--- config.mk ---
export PLATFORM = sky130hd
export DESIGN_NAME = dmem_arbiter
export DESIGN_NICKNAME = d
export VERILOG_FILES = /design/src/rtl/dmem_arb_pkg.sv /design/src/rtl/rr_arbiter2.sv /design/src/rtl/dmem_arbiter.sv
export SDC_FILE = /design/constraint.sdc
export NUM_CORES = 1
export LEC_CHECK = 0
export ABC_AREA = 1
export CAP_MARGIN = 10
export CELL_PAD_IN_SITES_DETAIL_PLACEMENT = 0
export CELL_PAD_IN_SITES_GLOBAL_PLACEMENT = 2
export CORE_UTILIZATION = 34
export CTS_CLUSTER_DIAMETER = 60
export DETAILED_ROUTE_END_ITERATION = 6
export DONT_BUFFER_PORTS = 1
export MAX_ROUTING_LAYER = met4
export PLACE_DENSITY_LB_ADDON = 0.1
export SYNTH_ARGS = -nofsm -noshare
export SYNTH_HDL_FRONTEND = slang
export SYNTH_SLANG_ARGS = --single-unit
--- constraint.sdc ---
create_clock -name clk -period 3.48 [get_ports clk]
set_input_delay 0.696 -clock clk [delete_from_list [all_inputs] [get_ports clk]]
set_output_delay 0.696 -clock clk [all_outputs]
set_load 0.02 [all_outputs]
--- src/rtl/dmem_arb_pkg.sv ---
// Shared types and constants for the two-port DataMemory arbiter.
// Pure declarations: no logic, no latency, no flow control.
package dmem_arb_pkg;

    localparam int DEF_ADDR_W = 32;
    localparam int DEF_DATA_W = 32;

    typedef enum logic [1:0] {
        IDLE   = 2'd0,
        ACCESS = 2'd1,
        ACK    = 2'd2
    } state_t;

    localparam logic REQ_M0 = 1'b0;
    localparam logic REQ_M1 = 1'b1;

    // Word accesses only: the two byte-offset bits must be clear.
    function automatic logic is_word_aligned(input logic [1:0] lsb);
        return (lsb == 2'b00);
    endfunction

endpackage

--- src/rtl/rr_arbiter2.sv ---
// Two-way round-robin pick: on a tie the requester that did not win last time wins.
// Purely combinational, zero latency; no backpressure of its own.
module rr_arbiter2
    import dmem_arb_pkg::*;
(
    input  logic i_req0,
    input  logic i_req1,
    input  logic i_last_grant,
    output logic o_grant_valid,
    output logic o_grant_id
);

    logic w_both;

    assign w_both        = i_req0 & i_req1;
    assign o_grant_valid = i_req0 | i_req1;
    assign o_grant_id    = w_both ? ~i_last_grant : (i_req1 ? REQ_M1 : REQ_M0);

endmodule

--- src/rtl/dmem_arbiter.sv ---
// Round-robin req/ack arbiter sharing one DataMemory between M0 and M1; one access in flight, ack 2 cycles after the request is seen.
// Requesters stall by holding req until ack. DMEM_ARB_ALIGN_CHECK_EN adds m0_err/m1_err for misaligned addresses.
module dmem_arbiter
    import dmem_arb_pkg::*;
#(
    parameter int ADDR_W = DEF_ADDR_W,
    parameter int DATA_W = DEF_DATA_W
)(
    input  logic              clk,
    input  logic              rst,
    input  logic              m0_req,
    input  logic              m0_we,
    input  logic [ADDR_W-1:0] m0_addr,
    input  logic [DATA_W-1:0] m0_wdata,
    output logic              m0_ack,
    output logic [DATA_W-1:0] m0_rdata,
    input  logic              m1_req,
    input  logic              m1_we,
    input  logic [ADDR_W-1:0] m1_addr,
    input  logic [DATA_W-1:0] m1_wdata,
    output logic              m1_ack,
    output logic [DATA_W-1:0] m1_rdata,
    output logic              mem_write,
    output logic              mem_read,
    output logic [ADDR_W-1:0] mem_address,
    output logic [DATA_W-1:0] mem_write_data,
    input  logic [DATA_W-1:0] mem_read_data
`ifdef DMEM_ARB_ALIGN_CHECK_EN
    ,
    output logic              m0_err,
    output logic              m1_err
`endif
);

    state_t            r_state;
    logic              r_last_grant;
    logic              r_gnt_id;
    logic              r_we;
    logic [ADDR_W-1:0] r_addr;
    logic [DATA_W-1:0] r_wdata;
    logic              r_m0_ack;
    logic              r_m1_ack;
    logic [DATA_W-1:0] r_m0_rdata;
    logic [DATA_W-1:0] r_m1_rdata;

    logic              w_gnt_vld;
    logic              w_gnt_id;
    logic              w_in_access;
    logic              w_aligned;

    rr_arbiter2 u_rr (
        .i_req0        (m0_req),
        .i_req1        (m1_req),
        .i_last_grant  (r_last_grant),
        .o_grant_valid (w_gnt_vld),
        .o_grant_id    (w_gnt_id)
    );

`ifdef DMEM_ARB_ALIGN_CHECK_EN
    logic r_m0_err;
    logic r_m1_err;

    assign w_aligned = is_word_aligned(r_addr[1:0]);
    assign m0_err    = r_m0_err;
    assign m1_err    = r_m1_err;

    always_ff @(posedge clk) begin
        if (rst) begin
            r_m0_err <= 1'b0;
            r_m1_err <= 1'b0;
        end else if (r_state == ACCESS) begin
            r_m0_err <= !w_aligned && (r_gnt_id == REQ_M0);
            r_m1_err <= !w_aligned && (r_gnt_id == REQ_M1);
        end else begin
            r_m0_err <= 1'b0;
            r_m1_err <= 1'b0;
        end
    end
`else
    // Misaligned addresses simply reach the containing word.
    assign w_aligned = 1'b1;
`endif

    // Memory strobes follow state directly, so a write in ACCESS commits even if reset hits that edge.
    assign w_in_access    = (r_state == ACCESS);
    assign mem_write      = w_in_access && w_aligned && r_we;
    assign mem_read       = w_in_access && w_aligned && !r_we;
    assign mem_address    = w_in_access ? r_addr  : '0;
    assign mem_write_data = w_in_access ? r_wdata : '0;

    assign m0_ack   = r_m0_ack;
    assign m1_ack   = r_m1_ack;
    assign m0_rdata = r_m0_rdata;
    assign m1_rdata = r_m1_rdata;

    always_ff @(posedge clk) begin
        if (rst) begin
            r_state      <= IDLE;
            r_last_grant <= REQ_M1;
            r_gnt_id     <= REQ_M0;
            r_we         <= 1'b0;
            r_addr       <= '0;
            r_wdata      <= '0;
            r_m0_ack     <= 1'b0;
            r_m1_ack     <= 1'b0;
            r_m0_rdata   <= '0;
            r_m1_rdata   <= '0;
        end else begin
            case (r_state)
                IDLE: begin
                    r_m0_ack <= 1'b0;
                    r_m1_ack <= 1'b0;
                    if (w_gnt_vld) begin
                        r_gnt_id     <= w_gnt_id;
                        r_last_grant <= w_gnt_id;
                        r_we         <= (w_gnt_id == REQ_M1) ? m1_we    : m0_we;
                        r_addr       <= (w_gnt_id == REQ_M1) ? m1_addr  : m0_addr;
                        r_wdata      <= (w_gnt_id == REQ_M1) ? m1_wdata : m0_wdata;
                        r_state      <= ACCESS;
                    end
                end
                ACCESS: begin
                    if (!r_we && w_aligned) begin
                        if (r_gnt_id == REQ_M1) r_m1_rdata <= mem_read_data;
                        else                    r_m0_rdata <= mem_read_data;
                    end
                    r_m0_ack <= (r_gnt_id == REQ_M0);
                    r_m1_ack <= (r_gnt_id == REQ_M1);
                    r_state  <= ACK;
                end
                ACK: begin
                    r_m0_ack <= 1'b0;
                    r_m1_ack <= 1'b0;
                    r_state  <= IDLE;
                end
                default: begin
                    r_m0_ack <= 1'b0;
                    r_m1_ack <= 1'b0;
                    r_state  <= IDLE;
                end
            endcase
        end
    end

endmodule

### Yosys cells after proc, flatten, opt, wreduce, memory -nomap -nowiden

Index checks and enable logic that the tools add are counted.

| word-level totals | value |
|---|---|
| bits in registers | 135 |
| bits in latches | 0 |
| RAM bits | 0 |
| bits in read-only memories | 0 |
| input bits | 166 |
| word-level logic and storage cells | 35 |
| memories kept | 0 |

| operators by class | value |
|---|---|
| add/subtract/negate cells | 0 |
| $mul | 0 |
| divide/modulo/power cells | 0 |
| magnitude comparators | 0 |
| eq/ne operators | 2 |
| shift-type cells | 0 |
| muxes and demuxes | 9 |
| bitwise operators | 6 |
| reduce and logical (&&, ||, !) cells | 8 |

Operators by type and width:

| kind | number |
|---|---|
| $mux W32 | 4 |
| $reduce_and A3 Y1 | 2 |
| $not A1 Y1 | 4 |
| $pmux W2 S2 | 1 |
| $mux W1 | 3 |
| $eq A2 B1 Y1 const B | 1 |
| $logic_and A1 B1 Y1 | 2 |
| $logic_not A2 Y1 | 1 |
| $mux W2 | 1 |
| $ne A2 B1 Y1 const B | 1 |
| $reduce_and A2 Y1 | 1 |
| $reduce_or A2 Y1 | 1 |
| $and A1 B1 Y1 | 1 |
| $logic_not A1 Y1 | 1 |
| $or A1 B1 Y1 | 1 |

### Logic depth before layout (Yosys ltp)

| depth | value |
|---|---|
| depth after elaboration | 3 |
| gate-level depth with buffers | 8 |
| mapped depth without buffers | 6 |

### Hierarchy

A second synthesis with hierarchy kept.

| unflattened totals | value |
|---|---|
| cell total of the unflattened synthesis | 1104 |
| area, all modules | 6690.2 sq um |

Modules (own cells, without submodules):

| module | instances | cells each | area an instance (sq um) | sequential area each (sq um) |
|---|---|---|---|---|
| dmem_arbiter | 1 | 1101 | 6675.2 | 2702.6 |
| rr_arbiter2 | 1 | 3 | 15.0 | 0.0 |

### Worst setup path after synthesis

Ideal clock, no wire load.

| path | value |
|---|---|
| kind | reg2out |
| start | register r_state[0] |
| end | output port mem_write_data[11] |
| data arrival time | 1.183 ns |
| slack | 1.601 ns |
| cell stages (with the launch flop) | 7 |
| cells stage by stage | dfxtp_1 -> inv_1 -> nor2_1 -> inv_2 -> buf_2 -> buf_2 -> nor2_1 |

| on the way | value |
|---|---|
| word-level cells in the longest chain between the ends | 2 |

RTL lines:

| what | RTL line | text |
|---|---|---|
| start: declaration | dmem_arbiter.sv:35 | `state_t r_state;` |
| start signal: assignment | dmem_arbiter.sv:98 | `r_state <= IDLE;` |
| start signal: assignment | dmem_arbiter.sv:119 | `r_state <= ACCESS;` |
| start signal: assignment | dmem_arbiter.sv:129 | `r_state <= ACK;` |
| $eq A2 B1 Y1 | dmem_arbiter.sv:85 | `assign w_in_access = (r_state == ACCESS);` |
| $mux W32 | dmem_arbiter.sv:89 | `assign mem_write_data = w_in_access ? r_wdata : '0;` |
| end: declaration | dmem_arbiter.sv:26 | `output logic [DATA_W-1:0] mem_write_data,` |

No other way between the ends.

### Final worst setup path

| path | value |
|---|---|
| start | register r_state[0] |
| end | output port mem_write_data[19] |

The elaborated chain is that of the path after synthesis.

==> flow_results.xml <==
<?xml version="1.0" encoding="UTF-8"?>
<metrics>
  <group name="status">
    <metric name="outcome" unit="">complete, no violations</metric>
  </group>
  <group name="layout">
    <metric name="flow.area_growth_from_synthesis" unit="%">9.30</metric>
    <metric name="final_net_count" unit="">1233</metric>
    <metric name="layout.filler_cells" unit="">2339</metric>
    <metric name="mostFrequentLayoutCell" unit="">sky130_fd_sc_hd__nor2_1</metric>
    <metric name="mostFrequentLayoutCells" unit="">sky130_fd_sc_hd__nor2_1 (327), sky130_fd_sc_hd__nand2_1 (262), sky130_fd_sc_hd__dfxtp_1 (135)</metric>
    <metric name="drive_above_1_share" unit="">0.0519</metric>
  </group>
  <group name="place">
    <metric name="dp.final_hpwl" unit="mm">14.3</metric>
    <metric name="port_buffers" unit="">0</metric>
    <metric name="gp_congestion" unit="">0.783</metric>
    <metric name="pre_cts_setup_slack" unit="ns">1.16</metric>
  </group>
  <group name="floorplanning">
    <metric name="die_w" unit="um">146</metric>
    <metric name="floorplan.io_pins" unit="">298</metric>
    <metric name="initial_utilization" unit="">0.347</metric>
    <metric name="floorplan.die_area" unit="um2">21200</metric>
    <metric name="fp-row-count" unit="">52</metric>
    <metric name="core" unit="um2">20200</metric>
    <metric name="die_height" unit="um">146</metric>
  </group>
  <group name="clock_tree">
    <metric name="ctsLongestPathBuffers" unit="">2</metric>
    <metric name="path_clk_slew" unit="ns">0.06</metric>
    <metric name="cts_tree" unit="">yes</metric>
    <metric name="post_cts_resized" unit="">0</metric>
    <metric name="ctsRootBufferMaster" unit="">sky130_fd_sc_hd__clkbuf_16</metric>
    <metric name="cts_hold_buffers" unit="">0</metric>
    <metric name="cts_sinks" unit="">135</metric>
    <metric name="clock_insertion_delay_worst_skew" unit="ns">0.41</metric>
    <metric name="htree_num_levels" unit="">4</metric>
    <metric name="cts_buffers" unit="">17</metric>
    <metric name="post-cts-setup-buffer-count" unit="">0</metric>
  </group>
  <group name="setup_path">
    <metric name="start_kind" unit="">flip-flop</metric>
    <metric name="critical_path_class" unit="">flip-flop to output pin</metric>
    <metric name="end_kind" unit="">output pin</metric>
    <metric name="crit_buf_inv" unit="">3</metric>
    <metric name="critPathRequiredTime" unit="ns">2.78</metric>
    <metric name="cp_max_fo" unit="">38</metric>
    <metric name="timing.critical_path.slowest_cell_delay" unit="ns">0.50</metric>
    <metric name="library_cell_contributing_the_largest_single_delay_on_the_critical_path" unit="">sky130_fd_sc_hd__inv_2</metric>
    <metric name="timing.critical_path.max_delay_family" unit="">buffers and inverters</metric>
    <metric name="worst_ep_arrival_time" unit="ns">2.01</metric>
    <metric name="crit_path_cell_trace" unit="">inv_1 -&gt; nor2_4 -&gt; inv_2 -&gt; buf_4 -&gt; nor2_1</metric>
  </group>
  <group name="sta">
    <metric name="timing.final.hold_violations" unit="">0</metric>
    <metric name="worst_clock_skew" unit="ns">0.0124</metric>
    <metric name="slew-limit-headroom" unit="">0.475</metric>
    <metric name="layout_worst_path_cycle_share" unit="">0.778</metric>
    <metric name="layout_min_cycle_time" unit="ns">2.71</metric>
    <metric name="layout_setup_ws" unit="ns">0.773</metric>
    <metric name="worst_slew_pin_slew" unit="ns">0.788</metric>
    <metric name="setup_repair_after_global_routing_missed_its_margin" unit="">false</metric>
    <metric name="max_freq" unit="GHz">0.369</metric>
    <metric name="report.final.setup_viol" unit="">0</metric>
    <metric name="setup_total_negative_slack" unit="ns">0</metric>
    <metric name="slew_violations" unit="">0</metric>
  </group>
  <group name="yosys">
    <metric name="synthCells" unit="">1120</metric>
    <metric name="syn-num-nets" unit="">1286</metric>
    <metric name="synth.yosys.warnings" unit="">0</metric>
    <metric name="synth_area_per_cell" unit="um2">6.27</metric>
    <metric name="cell_area_after_synthesis" unit="um2">7020</metric>
    <metric name="yosys_register_bits" unit="">135</metric>
    <metric name="number_of_different_library_cells_in_the_post_synthesis_netlist" unit="">18</metric>
    <metric name="sequential_fraction_of_the_synthesis_area" unit="">0.385</metric>
  </group>
  <group name="grt">
    <metric name="global_route.usage.total" unit="">0.202</metric>
    <metric name="grt_antenna_before_repair" unit="">3</metric>
    <metric name="maximum_number_of_pins_on_one_net_before_global_route_repair" unit="">134</metric>
    <metric name="grt_first_pass_wirelength" unit="mm">32.9</metric>
    <metric name="first_global_vias" unit="">5925</metric>
    <metric name="global_route.overflow_total" unit="">0</metric>
  </group>
  <group name="power_and_ir_drop">
    <metric name="proportion_of_power_drawn_by_the_clock_network" unit="">0.430</metric>
    <metric name="powerDensity" unit="nW/um2">588</metric>
    <metric name="static_leakage" unit="uW">0.00357</metric>
    <metric name="p_switching" unit="uW">1370</metric>
    <metric name="power_frac_comb" unit="">0.169</metric>
    <metric name="switching_share" unit="">0.304</metric>
    <metric name="ir_worst_vdd" unit="mV">0.320</metric>
    <metric name="p_int" unit="uW">3140</metric>
    <metric name="power_frac_seq" unit="">0.400</metric>
  </group>
  <group name="drt">
    <metric name="first_pass_iters" unit="">5</metric>
    <metric name="postRouteWirelength" unit="mm">21.2</metric>
    <metric name="remaining_drc_errors" unit="">0</metric>
    <metric name="num_vias" unit="">6294</metric>
    <metric name="first_iter_violations" unit="">255</metric>
    <metric name="vias_per_cell" unit="">4.65</metric>
    <metric name="ant_nets" unit="">0</metric>
    <metric name="avgRoutedWirePerCell" unit="um">15.6</metric>
  </group>
  <group name="worst_hold_path">
    <metric name="timing.hold.worst.class" unit="">input port to flip-flop</metric>
  </group>
  <group name="flow_run">
    <metric name="drv_cap" unit="">0</metric>
  </group>
</metrics>
power groups by stage:
| stage | sequential [uW] | combinational [uW] | clock, uW |
|---|---|---|---|
| 3_5_place_dp | 1840 | 778 | 0 |
| 5_1_grt | 1820 | 890 | 2060 |
| 4_1_cts | 1810 | 780 | 2000 |
| 2_1_floorplan | 1820 | 670 | 0 |
| 3_3_place_gp | 1840 | 776 | 0 |
| 6_report | 1810 | 765 | 1940 |
sequential cells by signal (all words and copies together), names as in the netlist:
signal	cells
m0_ack	1
m0_rdata	32
m1_ack	1
m1_rdata	32
r_addr	32
r_gnt_id	1
r_last_grant	1
r_state	2
r_wdata	32
r_we	1
per-stage QoR:
step                total power (uW)  hold WS, ns   util  cells  cell area, um2
global placement                2620        0.497  0.347   1318            7030
floorplan                       2490        0.429      -   1120            7020
global route                    4780        0.333  0.379   1353            7670
CTS                             4590        0.327  0.379   1350            7670
detailed placement              2620        0.502  0.347   1318            7030
finish                          4520        0.359  0.379   1353            7670
per-layer routing:
metal,vias up,track usage,part of all wire
met1,2772,0.253,0.46
met5,-,-,0
met3,10,0.0580,0.061
met4,0,0.0532,0.0065
met2,180,0.319,0.47
li1,3332,-,-
cell type report:
cell class / count / area, um2 / area share
Timing Repair Buffer: 14 / 118 / 0.0153
Inverter: 103 / 389 / 0.0507
Multi-Input combinational cell: 796 / 3480 / 0.454
Antenna cell: 3 / 7.51 / 0.000978
Sequential cell: 135 / 2700 / 0.352
Clock buffer: 19 / 443 / 0.0577
Clock inverter: 13 / 194 / 0.0253
Tap cell: 270 / 338 / 0.0440
Yosys cell counts:
master                     number  area, um2
sky130_fd_sc_hd__a21oi_1        1       5.00
sky130_fd_sc_hd__nor2_2         3       18.8
sky130_fd_sc_hd__o21ai_2        1       8.76
sky130_fd_sc_hd__nand2_1      263        987
sky130_fd_sc_hd__buf_2         35        175
sky130_fd_sc_hd__clkbuf_1      26       97.6
sky130_fd_sc_hd__inv_1        100        375
sky130_fd_sc_hd__dfxtp_1      135       2700
sky130_fd_sc_hd__nand4_1       32        200
sky130_fd_sc_hd__a21boi_1      11       82.6
sky130_fd_sc_hd__inv_2          3       11.3
sky130_fd_sc_hd__nor2_1       329       1230
sky130_fd_sc_hd__nor3_1         2       10.0
sky130_fd_sc_hd__buf_6          8       90.1
sky130_fd_sc_hd__a21boi_0      54        405
sky130_fd_sc_hd__buf_4         14        105
sky130_fd_sc_hd__buf_1          3       11.3
sky130_fd_sc_hd__nand3_1      100        500
worst paths after layout:
check | start | to | slack [ns] | depth (start not counted)
max | r_state[0] | mem_write_data[19] | 0.77 | 5
min | rst | r_gnt_id | 0.36 | 1
max reg2reg | r_state[0] | r_wdata[0] | 1.63 | 7
min reg2reg | r_last_grant | r_last_grant | 0.51 | 2
logic make-up after synthesis:
family                 synth area share
AO/OA/AOI/OAI                    0.0715
buffers and inverters             0.123
flip-flops                        0.385
AND/OR/NAND/NOR                   0.420
worst reg2reg max path, delay by kind of cell (launching register included):
family | cells | cell delay [ns]
AND/OR/NAND/NOR | 5 | 1.04
buffers and inverters | 2 | 0.40
flip-flops | 1 | 0.32
(Power assumes the default switching activity.)
